$ cat src/rtl/mem_stage_be_pkg.sv
// Shared encodings for the big-endian memory stage: Funct3 sizes, Mem bit
// positions, handshake FSM states and offset alignment helpers.
package mem_stage_be_pkg;

    localparam logic [2:0] F3_B  = 3'b000;
    localparam logic [2:0] F3_H  = 3'b001;
    localparam logic [2:0] F3_W  = 3'b010;
    localparam logic [2:0] F3_BU = 3'b100;
    localparam logic [2:0] F3_HU = 3'b101;

    localparam int MEM_LD = 1;
    localparam int MEM_ST = 0;

    typedef enum logic {
        ST_IDLE = 1'b0,
        ST_WAIT = 1'b1
    } state_e;

    // Byte offset forced to the natural alignment of the access size.
    function automatic logic [1:0] align_off(input logic [2:0] f3, input logic [1:0] off);
        case (f3[1:0])
            2'b00:   return off;
            2'b01:   return {off[1], 1'b0};
            default: return 2'b00;
        endcase
    endfunction

    function automatic logic misaligned(input logic [2:0] f3, input logic [1:0] off);
        return align_off(f3, off) != off;
    endfunction

endpackage

$ cat src/rtl/mem_stage_be_load_align.sv
// load_align: optional bus byte reversal, lane extraction by byte offset and
// sign/zero extension of B/H loads; W returns the (swapped) bus word unchanged.
module load_align
    import mem_stage_be_pkg::*;
#(
    parameter int XLEN      = 32,
    parameter int BYTE_SWAP = 1
) (
    input  logic [XLEN-1:0] raw_data,
    input  logic [1:0]      off,
    input  logic [2:0]      funct3,
    output logic [XLEN-1:0] ld_data
);

    logic [XLEN-1:0] lane;
    logic [15:0]     low16;

    always_comb begin
        lane = raw_data;
        if (BYTE_SWAP != 0) begin
            for (int i = 0; i < XLEN / 8; i++)
                lane[8*i +: 8] = raw_data[XLEN-8-8*i +: 8];
        end
        low16 = 16'(lane >> {off, 3'b000});
        case (funct3)
            F3_B:    ld_data = {{(XLEN-8){low16[7]}}, low16[7:0]};
            F3_H:    ld_data = {{(XLEN-16){low16[15]}}, low16};
            F3_BU:   ld_data = {{(XLEN-8){1'b0}}, low16[7:0]};
            F3_HU:   ld_data = {{(XLEN-16){1'b0}}, low16};
            default: ld_data = lane;
        endcase
    end

endmodule

$ cat src/rtl/mem_stage_be.sv
// Memory stage with IDLE/WAIT handshake towards a byte-reversed data bus.
// Define MISALIGN_TRAP_EN to trap misaligned accesses instead of masking offsets.
module mem_stage_be
    import mem_stage_be_pkg::*;
#(
    parameter int XLEN      = 32,
    parameter int BYTE_SWAP = 1
) (
    input  logic              clk,
    input  logic              rst_n,
    input  logic              memory_stall,
    input  logic [XLEN-1:0]   ALU_result_3,
    input  logic [XLEN-1:0]   writedata_3,
    input  logic              WriteBack_3,
    input  logic [1:0]        Mem_3,
    input  logic [2:0]        Funct3_3,
    input  logic [4:0]        Rd_3,
    input  logic [XLEN-1:0]   D_readData,
    input  logic              D_ready,
    output logic [XLEN-3:0]   D_addr,
    output logic              D_ren,
    output logic              D_wen,
    output logic [XLEN-1:0]   D_writeData,
    output logic [XLEN/8-1:0] D_byteEn,
    output logic              mem_busy,
    output logic [XLEN-1:0]   memory_result_4,
    output logic [XLEN-1:0]   ALU_result_4,
    output logic [4:0]        Rd_4,
    output logic              WriteBack_4,
    output logic              Mem2Reg
`ifdef MISALIGN_TRAP_EN
    ,
    output logic              misalign_4
`endif
);

    localparam int NB = XLEN / 8;

    function automatic logic [XLEN-1:0] swap_data(input logic [XLEN-1:0] x);
        logic [XLEN-1:0] r;
        r = x;
        if (BYTE_SWAP != 0) begin
            for (int i = 0; i < NB; i++) r[8*i +: 8] = x[XLEN-8-8*i +: 8];
        end
        return r;
    endfunction

    function automatic logic [NB-1:0] swap_be(input logic [NB-1:0] x);
        logic [NB-1:0] r;
        r = x;
        if (BYTE_SWAP != 0) begin
            for (int i = 0; i < NB; i++) r[i] = x[NB-1-i];
        end
        return r;
    endfunction

    state_e          state_q, state_d;
    logic            done_q, done_d;
    logic [XLEN-1:0] hold_addr_q, hold_addr_d;
    logic [XLEN-1:0] hold_wdata_q, hold_wdata_d;
    logic [XLEN-1:0] hold_rdata_q, hold_rdata_d;
    logic [NB-1:0]   hold_be_q, hold_be_d;
    logic [2:0]      hold_f3_q, hold_f3_d;
    logic [4:0]      hold_rd_q, hold_rd_d;
    logic            hold_wb_q, hold_wb_d;
    logic [1:0]      hold_mem_q, hold_mem_d;
    logic [1:0]      hold_off_q, hold_off_d;

    logic [XLEN-1:0] res_q, res_d;
    logic [XLEN-1:0] alu4_q, alu4_d;
    logic [4:0]      rd4_q, rd4_d;
    logic            wb4_q, wb4_d;
    logic            m2r_q, m2r_d;
`ifdef MISALIGN_TRAP_EN
    logic            mis4_q, mis4_d;
`endif

    logic [1:0]      mem3, off3;
    logic            is_ld3, is_st3, acc3, mis3, req3;
    logic            in_wait, use_hold, active, complete, busy, adv;
    logic [XLEN-1:0] wd3;
    logic [NB-1:0]   be3;

    always_comb begin : decode
        mem3     = (Mem_3 == 2'b11) ? 2'b00 : Mem_3;
        is_ld3   = mem3[MEM_LD];
        is_st3   = mem3[MEM_ST];
        acc3     = is_ld3 | is_st3;
        off3     = align_off(Funct3_3, ALU_result_3[1:0]);
`ifdef MISALIGN_TRAP_EN
        mis3     = acc3 & misaligned(Funct3_3, ALU_result_3[1:0]);
`else
        mis3     = 1'b0;
`endif
        in_wait  = (state_q == ST_WAIT);
        // done_q marks a finished access whose result waits out a freeze;
        // stage 3 still holds that instruction and must not reissue it.
        use_hold = in_wait | done_q;
        req3     = ~use_hold & acc3 & ~mis3;
        active   = in_wait | req3;
        busy     = active & ~D_ready;
        complete = active & D_ready;
        adv      = ~memory_stall & ~busy;
    end

    always_comb begin : store_lanes
        wd3 = '0;
        be3 = '0;
        case (Funct3_3[1:0])
            2'b00: begin
                wd3 = {NB{writedata_3[7:0]}};
                be3 = NB'(1) << off3;
            end
            2'b01: begin
                wd3 = {(NB/2){writedata_3[15:0]}};
                be3 = NB'(3) << off3;
            end
            default: begin
                wd3 = {(NB/4){writedata_3[31:0]}};
                be3 = NB'(15);
            end
        endcase
        wd3 = (req3 & is_st3) ? swap_data(wd3) : '0;
        be3 = req3 ? swap_be(be3) : '0;
    end

    always_comb begin : bus
        D_ren       = 1'b0;
        D_wen       = 1'b0;
        D_addr      = ALU_result_3[XLEN-1:2];
        D_writeData = wd3;
        D_byteEn    = be3;
        if (in_wait) begin
            D_ren       = hold_mem_q[MEM_LD];
            D_wen       = hold_mem_q[MEM_ST];
            D_addr      = hold_addr_q[XLEN-1:2];
            D_writeData = hold_wdata_q;
            D_byteEn    = hold_be_q;
        end else if (done_q) begin
            D_addr      = hold_addr_q[XLEN-1:2];
            D_writeData = '0;
            D_byteEn    = '0;
        end else begin
            D_ren = req3 & is_ld3;
            D_wen = req3 & is_st3;
        end
    end

    assign mem_busy = busy;

    logic [XLEN-1:0] src_addr, src_raw, ld_ext;
    logic [1:0]      src_off, src_mem;
    logic [2:0]      src_f3;
    logic [4:0]      src_rd;
    logic            src_wb, src_mis;

    always_comb begin : stage4_src
        if (use_hold) begin
            src_addr = hold_addr_q;
            src_raw  = done_q ? hold_rdata_q : D_readData;
            src_off  = hold_off_q;
            src_mem  = hold_mem_q;
            src_f3   = hold_f3_q;
            src_rd   = hold_rd_q;
            src_wb   = hold_wb_q;
            src_mis  = 1'b0;
        end else begin
            src_addr = ALU_result_3;
            src_raw  = D_readData;
            src_off  = off3;
            src_mem  = mem3;
            src_f3   = Funct3_3;
            src_rd   = Rd_3;
            src_wb   = WriteBack_3;
            src_mis  = mis3;
        end
    end

    load_align #(
        .XLEN      (XLEN),
        .BYTE_SWAP (BYTE_SWAP)
    ) u_load_align (
        .raw_data (src_raw),
        .off      (src_off),
        .funct3   (src_f3),
        .ld_data  (ld_ext)
    );

    always_comb begin : next_state
        state_d      = state_q;
        done_d       = done_q;
        hold_addr_d  = hold_addr_q;
        hold_wdata_d = hold_wdata_q;
        hold_rdata_d = hold_rdata_q;
        hold_be_d    = hold_be_q;
        hold_f3_d    = hold_f3_q;
        hold_rd_d    = hold_rd_q;
        hold_wb_d    = hold_wb_q;
        hold_mem_d   = hold_mem_q;
        hold_off_d   = hold_off_q;
        res_d        = res_q;
        alu4_d       = alu4_q;
        rd4_d        = rd4_q;
        wb4_d        = wb4_q;
        m2r_d        = m2r_q;
`ifdef MISALIGN_TRAP_EN
        mis4_d       = mis4_q;
`endif

        if (in_wait) state_d = D_ready ? ST_IDLE : ST_WAIT;
        else         state_d = (req3 & ~D_ready) ? ST_WAIT : ST_IDLE;

        if (req3 & (~D_ready | memory_stall)) begin
            hold_addr_d  = ALU_result_3;
            hold_wdata_d = wd3;
            hold_be_d    = be3;
            hold_f3_d    = Funct3_3;
            hold_rd_d    = Rd_3;
            hold_wb_d    = WriteBack_3;
            hold_mem_d   = mem3;
            hold_off_d   = off3;
        end

        if (complete & memory_stall) begin
            hold_rdata_d = D_readData;
            done_d       = 1'b1;
        end else if (done_q & ~memory_stall) begin
            done_d = 1'b0;
        end

        if (adv) begin
            res_d  = ld_ext;
            alu4_d = src_addr;
            rd4_d  = src_rd;
            wb4_d  = src_wb & ~src_mis;
            m2r_d  = src_mem[MEM_LD] & ~src_mis;
`ifdef MISALIGN_TRAP_EN
            mis4_d = src_mis;
`endif
        end
    end

    always_ff @(posedge clk) begin
        if (!rst_n) begin
            state_q      <= ST_IDLE;
            done_q       <= 1'b0;
            hold_addr_q  <= '0;
            hold_wdata_q <= '0;
            hold_rdata_q <= '0;
            hold_be_q    <= '0;
            hold_f3_q    <= '0;
            hold_rd_q    <= '0;
            hold_wb_q    <= 1'b0;
            hold_mem_q   <= '0;
            hold_off_q   <= '0;
            res_q        <= '0;
            alu4_q       <= '0;
            rd4_q        <= '0;
            wb4_q        <= 1'b0;
            m2r_q        <= 1'b0;
`ifdef MISALIGN_TRAP_EN
            mis4_q       <= 1'b0;
`endif
        end else begin
            state_q      <= state_d;
            done_q       <= done_d;
            hold_addr_q  <= hold_addr_d;
            hold_wdata_q <= hold_wdata_d;
            hold_rdata_q <= hold_rdata_d;
            hold_be_q    <= hold_be_d;
            hold_f3_q    <= hold_f3_d;
            hold_rd_q    <= hold_rd_d;
            hold_wb_q    <= hold_wb_d;
            hold_mem_q   <= hold_mem_d;
            hold_off_q   <= hold_off_d;
            res_q        <= res_d;
            alu4_q       <= alu4_d;
            rd4_q        <= rd4_d;
            wb4_q        <= wb4_d;
            m2r_q        <= m2r_d;
`ifdef MISALIGN_TRAP_EN
            mis4_q       <= mis4_d;
`endif
        end
    end

    assign memory_result_4 = res_q;
    assign ALU_result_4    = alu4_q;
    assign Rd_4            = rd4_q;
    assign WriteBack_4     = wb4_q;
    assign Mem2Reg         = m2r_q;
`ifdef MISALIGN_TRAP_EN
    assign misalign_4      = mis4_q;
`endif

endmodule

$ cat config.mk
export PLATFORM = sky130hd
export DESIGN_NAME = mem_stage_be
export DESIGN_NICKNAME = d
export VERILOG_FILES = /design/src/rtl/mem_stage_be_pkg.sv /design/src/rtl/mem_stage_be_load_align.sv /design/src/rtl/mem_stage_be.sv
export SDC_FILE = /design/constraint.sdc
export NUM_CORES = 1
export LEC_CHECK = 0
export BUFFER_PORTS_ARGS = -buffer_cell sky130_fd_sc_hd__buf_2
export CAP_MARGIN = 15
export CORE_ASPECT_RATIO = 0.75
export CORE_MARGIN = 1
export CORE_UTILIZATION = 40
export CTS_BUF_LIST = sky130_fd_sc_hd__clkbuf_4
export CTS_CLUSTER_DIAMETER = 80
export DETAILED_ROUTE_END_ITERATION = 8
export HOLD_SLACK_MARGIN = 0.05
export SYNTH_ARGS = -nofsm -noshare
export SYNTH_HDL_FRONTEND = slang
export SYNTH_SLANG_ARGS = --single-unit
$ cat constraint.sdc
create_clock -name clk -period 3.37 [get_ports clk]
set_input_delay 0 -clock clk [delete_from_list [all_inputs] [get_ports clk]]
set_output_delay 0 -clock clk [all_outputs]
set_load 0.02 [all_outputs]
* Word level (Yosys, flattened, before mapping)
Index checks and enable logic that the tools add are counted. W data, S select, Z words.
Storage, ports and cells: input port bits 111, output and inout bits 140, logic and storage cells 75, register bits 186
Operators by class: shift-type cells 3, bitwise logic cells 18, eq/ne operators 5, mux-type cells 30, reductions and logical operators 3
Operators with widths (number):
- $mux W32 | 6
- $pmux W32 S4 | 1
- $pmux W32 S2 | 1
- $mux W30 | 2
- $shr A32 B5 Y16 | 1
- $mux W4 | 3
- $and A1 B1 Y1 | 10
- $mux W1 | 10
- $pmux W4 S2 | 1
- $eq A3 B3 Y1 const B | 2
- $mux W2 | 3
- $mux W5 | 1
- $not A1 Y1 | 4
- $or A1 B1 Y1 | 4
- $pmux W2 S2 | 1
- $shl A1 B2 Y4 const A | 1
- $shl A2 B2 Y4 const A | 1
- $eq A3 B1 Y1 const B | 1
- $logic_not A3 Y1 | 1
- $mux W3 | 1
- $eq A2 B1 Y1 const B | 1
- $eq A2 B2 Y1 const B | 1
- $logic_not A2 Y1 | 1
- $reduce_bool A2 Y1 | 1

* Longest topological paths before layout
depth after elaboration 8, mapped depth 9, depth with buffers taken out 7

* Cells and area by module
A second synthesis with hierarchy kept.
Unflattened totals: cell total of the unflattened synthesis 1245, area total of the unflattened synthesis 10010.9 um^2
By module, submodules not included:
- mem_stage_be | cells each 1139, area an instance 9318.9 um^2, sequential area each 3723.6 um^2, instances 1
- load_align | cells each 106, area an instance 691.9 um^2, sequential area each 0.0 um^2, instances 1

* Least setup slack after synthesis
OpenSTA, ideal clock, no wires.
path type register to register, start register done_q, end register res_q[16], in the netlist memory_result_4[16], slack 1203 ps, clock period less this slack 2167 ps, setup time 137 ps, path buffers 2, arrival time 2030 ps, cell stages (with the launch flop) 8, data required time 3233 ps, cell sequence dfxtp_1 -> buf_6 -> nor2_2 -> a31o_1 -> mux4_2 -> a311oi_4 -> buf_6 -> a31oi_1
On the way: cells in the longest elaborated chain, start to end 7, elaborated cells between the ends (all ways) 17, classes of those cells 3 x eq/ne; 1 x shift; 5 x mux; 7 x bitwise; 1 x reduce/logical
Ends and longest elaborated chain:
- start, declared | line mem_stage_be.sv:58 | logic done_q, done_d;
- start signal, assigned | line mem_stage_be.sv:266 | done_q <= done_d;
- parallel branches: the longest is 7 deep, another holds $mux W32
- end signal, assigned | line mem_stage_be.sv:276 | res_q <= res_d;
- end, declared | line mem_stage_be.sv:69 | logic [XLEN-1:0] res_q, res_d;
Several ways; the timed one is not identified. A chain may end at the register's enable or synchronous reset.

* Final worst setup path
start register state_q, in the netlist in_wait, end register hold_wdata_q[24]
On the way: cells in the longest elaborated chain, start to end 5, elaborated cells between the ends (all ways) 6, classes of those cells 1 x mux; 5 x bitwise
Ends and longest elaborated chain:
- start, declared | line mem_stage_be.sv:57 | state_e state_q, state_d;
- start signal, assigned | line mem_stage_be.sv:265 | state_q <= state_d;
- $or A1 B1 Y1 (*) | line mem_stage_be.sv:98 | use_hold = in_wait | done_q;
- $not A1 Y1 (*) | line mem_stage_be.sv:99 | req3 = ~use_hold & acc3 & ~mis3;
- $and A1 B1 Y1 (*) | line mem_stage_be.sv:99
- $and A1 B1 Y1 | line mem_stage_be.sv:123 | wd3 = (req3 & is_st3) ? swap_data(wd3) : '0;
- $mux W32 | line mem_stage_be.sv:123
- end signal, assigned | line mem_stage_be.sv:268 | hold_wdata_q <= hold_wdata_d;
- end, declared | line mem_stage_be.sv:60 | logic [XLEN-1:0] hold_wdata_q, hold_wdata_d;
Every way passes the cells marked *; elsewhere a longest branch is shown, timed or not.

==> impl_metrics.toml <==
[global_route]
antenna_found_initial = 2
grt_pass1_wl_um = 45760
grt_use_total = 0.2543
grt_overflow = 0
grt_pass1_vias = 8660
grt_max_degree = 71

[die]
die_height_um = 130.6
chipWidth_um = 173.5
io_pins = 251
die-area_um2 = 22660
rows = 46
initial_utilization = 0.4131
core_um2 = 21350

[setup_path]
slowest_delay_ns = 0.68
crit_cells = 7
r2r-end = "hold_wdata_q[24]"
crit_start = "in_wait"
path_cells = "buf_4 > nor3_1 > o21ai_4 > buf_4 > nand2_1 > a21boi_0 > dlygate4sd3_1"
path_delay_family = "buffers and inverters"
crit_path_end = "hold_wdata_q[24]"
regToRegSetupSlack_ns = 0.44
ff2ff_path_depth = 7
end_kind = "flip-flop"
slowest_stage = "nor3_1"
critPathArrivalTime_ns = 3.40
critPathMaxFanout = 42
crit_buf_inv = 3
worstPathRequired_ns = 3.84
worstSetupStartpointType = "flip-flop"
criticalPathCategory = "reg2reg"
reg2reg_from = "in_wait"
cp_common_cell = "buf_4"

[clocking]
postCtsResizedCells = 0
htree_levels = 4
cts_tree = "built"
clockRootBuffer = "clkbuf_4"
post_cts.repair.setup_buffers = 0
path_clk_slew_ns = 0.17
cts_sinks = 186
clock_latency_ns = 0.58
numCtsBuffers = 17
clk_path_buf_depth = 2

[logic_synthesis]
synth_fa_ha_area_frac = 0.002837
synth-async-reset-ratio = 0
yosysMostFrequentCell = "nand2_1"
syn-mean-instance-area_um2 = 7.657
ys_types = 44
synth.top_cell.area_share = 0.4221
synthSimpleGateAreaFrac = 0.2207
yosys.area.top_type = "dfxtp_1"
yosysWarnings = 0
synth_compound_area_frac = 0.2213
synth_edf_count = 0
synth_xor_xnor_area_share = 0
muxShareOfSynthArea = 0.08369
synth_area_um2 = 8821
synth_flop_cell = "dfxtp_1"
synth_nets = 1265
yosys_register_bits = 186
synth_cells = 1152
ys_seq_area_frac = 0.4221
netlist_top_cells_count = "nand2_1, dfxtp_1, a21oi_1"
synth_area_leaders = "dfxtp_1, nand2_1, a21oi_1"
synth_top_family_by_area = "compound AO/OA/AOI/OAI gates"

[sta]
setup_tns_ns = 0
worst_slew_pin_slew_ns = 0.7774
setup_viol = 0
fmax_mhz = 341.5
min_period_over_period = 0.8688
fin_skew_ns = 0.02972
fin_crit_ns = 2.928
rsz0062_at_grt = "no"
slew_headroom = 0.4798
finalHoldViolCount = 0
slew_viol_final = 0

[final_layout]
nNetsFinal = 1607
stdcell_area_um2 = 12050
utilization = 0.5645
area_delta_synth_final_pct = 36.64
drive_gt1_frac = 0.2316

[detailed_routing]
routed_via_density = 5.252
vias = 9432
drc = 0
firstDrtPassIters = 5
antenna_left = 0
drt_wl_total_um = 29160
wire_per_inst_um = 16.24
drtIter0Drc = 732

[placement]
port_buffers = 250
detailed_place_hpwl_um = 18780
placed_area_um2 = 10270
gp_congestion = 0.8319

[power_and_ir_drop]
leakage_nw = 5.417
ir_worst_vdd_mv = 0.2372
powerDensity_nw_per_um2 = 427.6

[worst_hold_path]
hold_class = "in2reg"

[status]
status = "completed"

[job]
maxCapViolCount = 0
## where the power goes
group / switching, mW / internal [mW] / total (mW)
clock: 0.837 / 0.544 / 1.38
combinational: 0.818 / 0.514 / 1.33
sequential: 0.0881 / 2.35 / 2.44
## tightest hold or removal path, stage by stage
cell           delay (ns)
dlygate4sd3_1        0.53
buf_2                0.13
nand2_1              0.05
a21oi_1              0.05
## stage by stage
stage	hold WS (ns)	setup slack, ns	power [mW]	cells
after floorplan	0.1360	1.203	3.247	1152
after global placement	0.2520	0.9976	3.676	1617
after detailed placement	0.2588	0.9389	3.686	1617
after CTS	0.1546	0.3875	5.183	1795
after global routing	0.1515	0.1913	5.427	1795
final	0.1977	0.4421	5.153	1796
## registers in the layout, indices dropped and copies added, names as in the netlist, 2 cells and up
name and flops:
ALU_result_4 32, Rd_4 5, hold_addr_q 32, hold_be_q 4, hold_f3_q 3, hold_mem_q 2, hold_off_q 2, hold_rd_q 5
hold_rdata_q 32, hold_wdata_q 32, memory_result_4 32
## layer usage
layer	routed length, um	track usage	up-vias
li1	-	-	4621
met3	1871	0.04514	48
met1	13730	0.3574	4422
met4	563	0.07860	2
met2	12980	0.3983	339
met5	14	0	-
## how the worst min path moves through the flow
stage,from,endpoint,cells after the start
2_1_floorplan,D_readData[10],hold_rdata_q[10],2
3_3_place_gp,D_readData[14],hold_rdata_q[14],3
3_5_place_dp,D_readData[24],hold_rdata_q[24],3
4_1_cts,ALU_result_3[22],hold_addr_q[22],4
5_1_grt,ALU_result_3[18],hold_addr_q[18],4
6_report,ALU_result_3[22],hold_addr_q[22],4
## layout make-up
| class | count | area, um2 |
|---|---|---|
| clock buffer | 18 | 135.1 |
| antenna | 1 | 2.502 |
| sequential | 186 | 3725 |
| fill | 2029 | 9300 |
| inverter | 13 | 50.05 |
| clock inverter | 14 | 186.4 |
| tap | 288 | 360.3 |
| multi-input combinational | 858 | 4691 |
| timing repair buffer | 418 | 2903 |
## layout by cell type, fill, tap and decap left out, types with 4 or more instances in the layout
cell	count
nand2_1	399
buf_2	250
dfxtp_1	185
dlygate4sd3_1	146
a21oi_1	82
nor2_1	68
o21ai_0	44
a311oi_1	36
a21boi_0	31
mux2_2	27
mux2i_1	24
a31oi_1	24
buf_4	20
a21o_1	19
clkbuf_4	18
nand3_1	15
inv_1	12
o21a_1	11
a22o_1	9
o31ai_1	8
mux4_2	8
o22a_1	7
o22ai_1	7
and2_1	4
o211a_1	4
## kinds of logic after synthesis
logic type | Yosys count
fa+ha+maj | 2
simple gates | 501
buf+inv | 108
flops | 186
compound gates | 295
mux | 60
## timing repair
action	CTS	global route
setup endpoints to repair	0	0
hold endpoints to repair	184	0
hold buffers	146	0
(Power assumes the default switching activity.)
